[src/rtl/sample_scheduler.sv]
// Periodic acquisition controller: triggers the sampler every `period` cycles for a
// bounded or continuous run, captures results into a show-ahead FIFO, and flags errors.
module sample_scheduler #(
    parameter int PERIOD_W   = 16,
    parameter int DATA_W     = 24,
    parameter int FIFO_DEPTH = 4,
    parameter int TIMEOUT    = 4096
) (
    input  logic                        clk,
    input  logic                        rst_n,
    input  logic                        enable,
    input  logic [PERIOD_W-1:0]         period,
    input  logic [7:0]                  burst_len,
    output logic                        samp_start,
    input  logic                        samp_busy,
    input  logic                        samp_new_data,
    input  logic [DATA_W-1:0]           samp_data,
    input  logic                        rd_en,
    output logic [DATA_W-1:0]           rd_data,
    output logic                        fifo_empty,
    output logic                        fifo_full,
    output logic [$clog2(FIFO_DEPTH):0] fifo_count,
    output logic                        active,
    output logic                        done,
    output logic                        overrun,
    output logic                        late,
    output logic                        timeout_err,
    input  logic                        clr_err
);
    localparam int PTR_W = $clog2(FIFO_DEPTH);
    localparam int CNT_W = PTR_W + 1;
    localparam int WD_W  = $clog2(TIMEOUT + 1);

    typedef enum logic [2:0] {IDLE, TRIGGER, WAIT_BUSY, WAIT_DONE, WAIT_TICK} state_t;

    state_t              state;
    logic [PERIOD_W-1:0] tick;
    logic [WD_W-1:0]     wd;
    logic [7:0]          burst_lat;
    logic [7:0]          samp_cnt;
    logic [7:0]          cnt_next;
    logic [DATA_W-1:0]   mem [FIFO_DEPTH];
    logic [PTR_W-1:0]    wr_ptr;
    logic [PTR_W-1:0]    rd_ptr;
    logic                capture;
    logic                pop;
    logic                push_ok;
    logic                tick_last;
    logic                in_wait;
    logic                wd_expire;

    // NOTE: every signal driven here is fully assigned on every pass, so no latch is inferred.
    always_comb begin
        capture   = (state == WAIT_DONE) && !samp_busy && samp_new_data;
        pop       = rd_en && !fifo_empty;
        push_ok   = capture && (!fifo_full || pop);
        cnt_next  = samp_cnt + 8'd1;
        tick_last = (tick <= PERIOD_W'(1));
        in_wait   = (state == WAIT_BUSY) || (state == WAIT_DONE);
        // A handshake arriving on the expiry edge wins over the abort.
        wd_expire = (wd == WD_W'(TIMEOUT - 1)) &&
                    (((state == WAIT_BUSY) && !samp_busy) ||
                     ((state == WAIT_DONE) && !capture));
    end

    assign fifo_empty = (fifo_count == '0);
    assign fifo_full  = (fifo_count == CNT_W'(FIFO_DEPTH));
    assign rd_data    = mem[rd_ptr];

    // NOTE: state uses non-blocking assignments so every register samples pre-edge values.
    always_ff @(posedge clk or negedge rst_n) begin
        if (!rst_n) begin
            state      <= IDLE;
            tick       <= '0;
            wd         <= '0;
            burst_lat  <= '0;
            samp_cnt   <= '0;
            samp_start <= 1'b0;
            active     <= 1'b0;
            done       <= 1'b0;
        end else begin
            done <= 1'b0;
            if (state != IDLE && tick != '0) tick <= tick - 1'b1;
            if (in_wait) wd <= wd + 1'b1;
            case (state)
                IDLE: begin
                    if (enable) begin
                        burst_lat <= burst_len;
                        samp_cnt  <= '0;
                        active    <= 1'b1;
                        state     <= TRIGGER;
                    end
                end
                TRIGGER: begin
                    samp_start <= 1'b1;
                    tick       <= (period == '0) ? '0 : period - 1'b1;
                    wd         <= '0;
                    state      <= WAIT_BUSY;
                end
                WAIT_BUSY: begin
                    if (samp_busy) begin
                        samp_start <= 1'b0;
                        wd         <= '0;
                        state      <= WAIT_DONE;
                    end else if (wd_expire) begin
                        samp_start <= 1'b0;
                        active     <= 1'b0;
                        state      <= IDLE;
                    end
                end
                WAIT_DONE: begin
                    if (capture) begin
                        samp_cnt <= cnt_next;
                        if (burst_lat != '0 && cnt_next == burst_lat) begin
                            done   <= 1'b1;
                            active <= 1'b0;
                            state  <= IDLE;
                        end else if (!enable) begin
                            active <= 1'b0;
                            state  <= IDLE;
                        end else begin
                            state <= WAIT_TICK;
                        end
                    end else if (wd_expire) begin
                        active <= 1'b0;
                        state  <= IDLE;
                    end
                end
                WAIT_TICK: begin
                    if (!enable) begin
                        active <= 1'b0;
                        state  <= IDLE;
                    end else if (tick_last) begin
                        state <= TRIGGER;
                    end
                end
                default: begin
                    samp_start <= 1'b0;
                    active     <= 1'b0;
                    state      <= IDLE;
                end
            endcase
        end
    end

    // Sticky error flags; a same-cycle clear beats a set.
    always_ff @(posedge clk or negedge rst_n) begin
        if (!rst_n) begin
            overrun     <= 1'b0;
            late        <= 1'b0;
            timeout_err <= 1'b0;
        end else if (clr_err) begin
            overrun     <= 1'b0;
            late        <= 1'b0;
            timeout_err <= 1'b0;
        end else begin
            if (capture && !push_ok) overrun <= 1'b1;
            if (in_wait && tick_last) late <= 1'b1;
            if (wd_expire) timeout_err <= 1'b1;
        end
    end

    // NOTE: the small FIFO array is reset so rd_data reads 0 and stale results vanish on reset.
    always_ff @(posedge clk or negedge rst_n) begin
        if (!rst_n) begin
            wr_ptr     <= '0;
            rd_ptr     <= '0;
            fifo_count <= '0;
            for (int i = 0; i < FIFO_DEPTH; i++) mem[i] <= '0;
        end else begin
            if (push_ok) begin
                mem[wr_ptr] <= samp_data;
                wr_ptr      <= wr_ptr + 1'b1;
            end
            if (pop) rd_ptr <= rd_ptr + 1'b1;
            case ({push_ok, pop})
                2'b10:   fifo_count <= fifo_count + 1'b1;
                2'b01:   fifo_count <= fifo_count - 1'b1;
                default: fifo_count <= fifo_count;
            endcase
        end
    end
endmodule

[config.mk]
export PLATFORM = sky130hd
export DESIGN_NAME = sample_scheduler
export DESIGN_NICKNAME = d
export VERILOG_FILES = /design/src/rtl/sample_scheduler.sv
export SDC_FILE = /design/constraint.sdc
export NUM_CORES = 1
export LEC_CHECK = 0
export BUFFER_PORTS_ARGS = -buffer_cell sky130_fd_sc_hd__buf_2
export CAP_MARGIN = 20
export CORE_ASPECT_RATIO = 0.8
export CORE_UTILIZATION = 53
export DETAILED_ROUTE_END_ITERATION = 16
export PLACE_DENSITY = 0.76
export SYNTH_ARGS = -nofsm -noshare
export SYNTH_HDL_FRONTEND = slang
export SYNTH_SLANG_ARGS = --single-unit
[constraint.sdc]
create_clock -name clk -period 2.5 [get_ports clk]
set_clock_uncertainty 0.2 [all_clocks]
set_input_delay 0.125 -clock clk [delete_from_list [all_inputs] [get_ports clk]]
set_output_delay 0.125 -clock clk [all_outputs]
set_load 0.005 [all_outputs]
==> reports/qor.csv <==
stage;metric;value;unit
route;ant_nets;0;
route;wl_per_cell;18.2;um
clocking;clk_pin_slew;0.06;ns
route;totalWireLength;18.6;mm
layout;layout-drive-gt1-share;36.9;%
setup_path;r2r-start;tick[1]$_DFFE_PN0P_;
synthesis;synth_edf_count;0;
floorplanning;die_y;111;um
synthesis;yosysTopAreaCell;dfrtp_1;
setup_path;required;2.61;ns
timing;relSlewSlack;60.2;%
setup_path;crit_chain;inv_1, ha_1, or3b_4, or2_4, o21a_4, or2_4, o221a_1;
synthesis;syn_area_per_cell;12.1;um^2
synthesis;ys_types;69;
layout;syn_to_final_growth;25.9;%
timing;hold_violations;0;
clocking;cts-root-buf;clkbuf_16;
clocking;htreeDepth;4;
route;via_count;5963;
global_routing;grt_pass1_vias;6321;
flow_run;drv_cap;0;
timing;period_share;97.3;%
clocking;cts_buffer_depth;2;
timing;fmax;0.411;GHz
floorplanning;start_util;54.7;%
synthesis;yosysSeqAreaShare;49.7;%
setup_path;worstPathArrival;2.54;ns
synthesis;syn_nets;720;
setup_path;cpPeakStageDelay;0.41;ns
layout;antenna_cells;0;
synthesis;syn_area;7910;um^2
synthesis;synth_top_area_share;49.7;%
placement;dp_cells;935;
layout;utilization;68.9;%
setup_path;crit_start;tick[1]$_DFFE_PN0P_;
worst_hold_path;hp-class;in -> async;
synthesis;async_reset_ff_share;100;%
clocking;cts_buffers;17;
timing;setup_ws;0.0679;ns
status;violations;DRC;
status;status;finished with violations;
floorplanning;rows;39;
setup_path;path_common_cell;or2_4;
clocking;post-cts-setup-buffer-count;0;
synthesis;synth_compound_area_share;8.94;%
route;maxUsedRoutingLayer;met4;
route;wl_met3;697;um
global_routing;grt_pass1_wl;31.1;mm
floorplanning;ios;90;
timing;fin_crit;2.43;ns
setup_path;cp_max_fo;7;
floorplanning;die_w;139;um
layout;nets;887;
route;dr_wl_met2;9.51;mm
synthesis;synthMuxAreaShare;21.8;%
global_routing;grt_max_degree;64;
setup_path;crit_path_end_kind;flip-flop;
timing;grt_setup_unrepaired;true;
timing;worst_pin_slew;0.594;ns
synthesis;yosysWarnings;0;
placement;gp_congestion;0.882;
setup_path;critPathKind;reg -> reg;
layout;fin_cells;1017;
timing;maxSlewViolCount;0;
placement;pre_cts_ws;-0.0618;ns
power;p_leak;4.46;nW
placement;port-buffer-count;89;
global_routing;grt_util_all_layers;25.7;%
global_routing;antenna_found_initial;0;
clocking;cts_tree;yes;
synthesis;synth_adder_area_share;1.84;%
synthesis;synth_xor_area_share;4.21;%
timing;setup_violations;0;
timing;tns;0;ns
clocking;clock-sinks;157;
route;drc_errors;8;
setup_path;cpMaxStageDelayCell;dfrtp_1;
synthesis;synthSimpleGateAreaFrac;10.9;%
power;p_per_area;1140;nW/um^2
synthesis;yosys-top-cells-area;dfrtp_1, mux2_2, mux4_2, xnor2_1, nor2_1;
floorplanning;core;14400;um^2
floorplanning;die_area;15400;um^2
setup_path;start_kind;flip-flop;
synthesis;ys.flop_type;dfrtp_1;
synthesis;syn-instance-count;654;
synthesis;ys_seq_elements;157;
clocking;clock_latency;0.42;ns
synthesis;synth_top_family_by_area;multiplexers;
power;ir_drop;0.542;mV
placement;place_hpwl;12.5;mm
route;post_drt_via_cell_ratio;5.86;
route;dr.first_iter.drc_count;352;
route;drtPass1Iterations;11;
global_routing;overflow;0;
route;drt-met1-wl;8.14;mm
==> cell usage in the layout (no fill, tap or decap), types with 17 or more instances in the layout <==
cell             n
a21oi_1         23
buf_2           88
buf_4           29
clkbuf_16       17
dfrtp_1        156
dlygate4sd3_1   51
inv_1           20
mux2_2         104
mux4_2          24
nand2_1         26
nor2_1          46
nor3_1          18
o21ai_0         22
xnor2_1         22
==> kinds of logic after synthesis <==
| kind of cell | count (synthesis) |
|---|---|
| AND/OR/NAND/NOR | 166 |
| flip-flops | 157 |
| multiplexers | 129 |
| AO/OA/AOI/OAI | 105 |
| buffers and inverters | 48 |
| XOR/XNOR | 38 |
| adder cells (fa/ha/maj) | 11 |
==> state kept, by name (all words and copies together), names as in the netlist, 2 cells and up <==
signal / cells
state: 3
mem: 96
rd_ptr: 2
samp_cnt: 8
wr_ptr: 2
burst_lat: 8
fifo_count: 3
wd: 13
tick: 16
==> power breakdown <==
part | switching [W] | internal [W] | total, W
registers | 0.000724 | 0.00362 | 0.00434
clock network | 0.00103 | 0.00153 | 0.00256
logic | 0.00199 | 0.00249 | 0.00448
==> stage by stage <==
step / hold WS [ns] / total power (W) / cell area [um^2]
6_report: 0.0130 / 0.0114 / 9950
4_1_cts: 0.00319 / 0.0114 / 9920
3_3_place_gp: -0.129 / 0.00837 / 8820
2_1_floorplan: -0.371 / 0.00713 / 7910
5_1_grt: 0.0369 / 0.0121 / 9950
3_5_place_dp: -0.122 / 0.00871 / 8820
==> worst max-delay path: cells and delay by family, from the launching register on <==
| kind | cells | cell delay, ns |
|---|---|---|
| and+or+nand+nor | 3 | 0.94 |
| adders and majority gates | 1 | 0.17 |
| buffers and inverters | 1 | 0.12 |
| DFF | 1 | 0.41 |
| AOI/OAI and AO/OA | 2 | 0.47 |
==> path summary, 6_finish.rpt <==
path	depth (start not counted)	to	slack [ns]
worst min-delay path	2	burst_lat[2]$_DFFE_PN0P_	0.01
worst min register to register	1	mem[46]$_DFFE_PN0P_	0.30
max in group asynchronous	3	mem[76]$_DFFE_PN0P_	1.42
worst max-delay path	7	tick[3]$_DFFE_PN0P_	0.07
min in group clk	5	tick[1]$_DFFE_PN0P_	0.02
worst max register to register	7	tick[3]$_DFFE_PN0P_	0.07
==> layout make-up <==
class | instances | area, um^2
fillers | 1005 | 4490
flip-flops and latches | 157 | 3930
multi-input cells | 449 | 3810
repair buffers | 176 | 1320
clock buffers | 20 | 457
well taps | 184 | 230
clock inverters | 11 | 133
inverters | 20 | 75.1
==> per-layer routing <==
layer | global-route usage (%) | vias to the layer above
met5 | 0 | -
met4 | 7.34 | 0
met3 | 5.05 | 26
met2 | 44.2 | 163
met1 | 33.1 | 3011
li1 | - | 2763
==> synthesized netlist by cell type, drive strengths merged (4+ instances only) <==
| library cell | n |
|---|---|
| nor2 | 48 |
| mux4 | 24 |
| xnor2 | 22 |
| o22ai | 7 |
| nor2b | 6 |
| and2 | 5 |
| inv | 20 |
| a211oi | 4 |
| nand2 | 26 |
| nand3 | 13 |
| o21a | 7 |
| nand4 | 8 |
| nor4 | 10 |
| mux2 | 104 |
| buf | 7 |
| clkbuf | 21 |
| or3 | 6 |
| a31oi | 8 |
| ha | 10 |
| dfrtp | 157 |
| nor3 | 21 |
| o21ai | 23 |
| a21oi | 23 |
| nand3b | 4 |
| xor2 | 16 |
==> timing repair <==
| item | in CTS | in global routing |
|---|---|---|
| endpoints found under the setup margin | 4 | 7 |
| gates resized for setup | 3 | 8 |
| endpoints found under the hold margin | 283 | 0 |
| hold buffers | 51 | 0 |
Power figures use the tool's default switching activity.
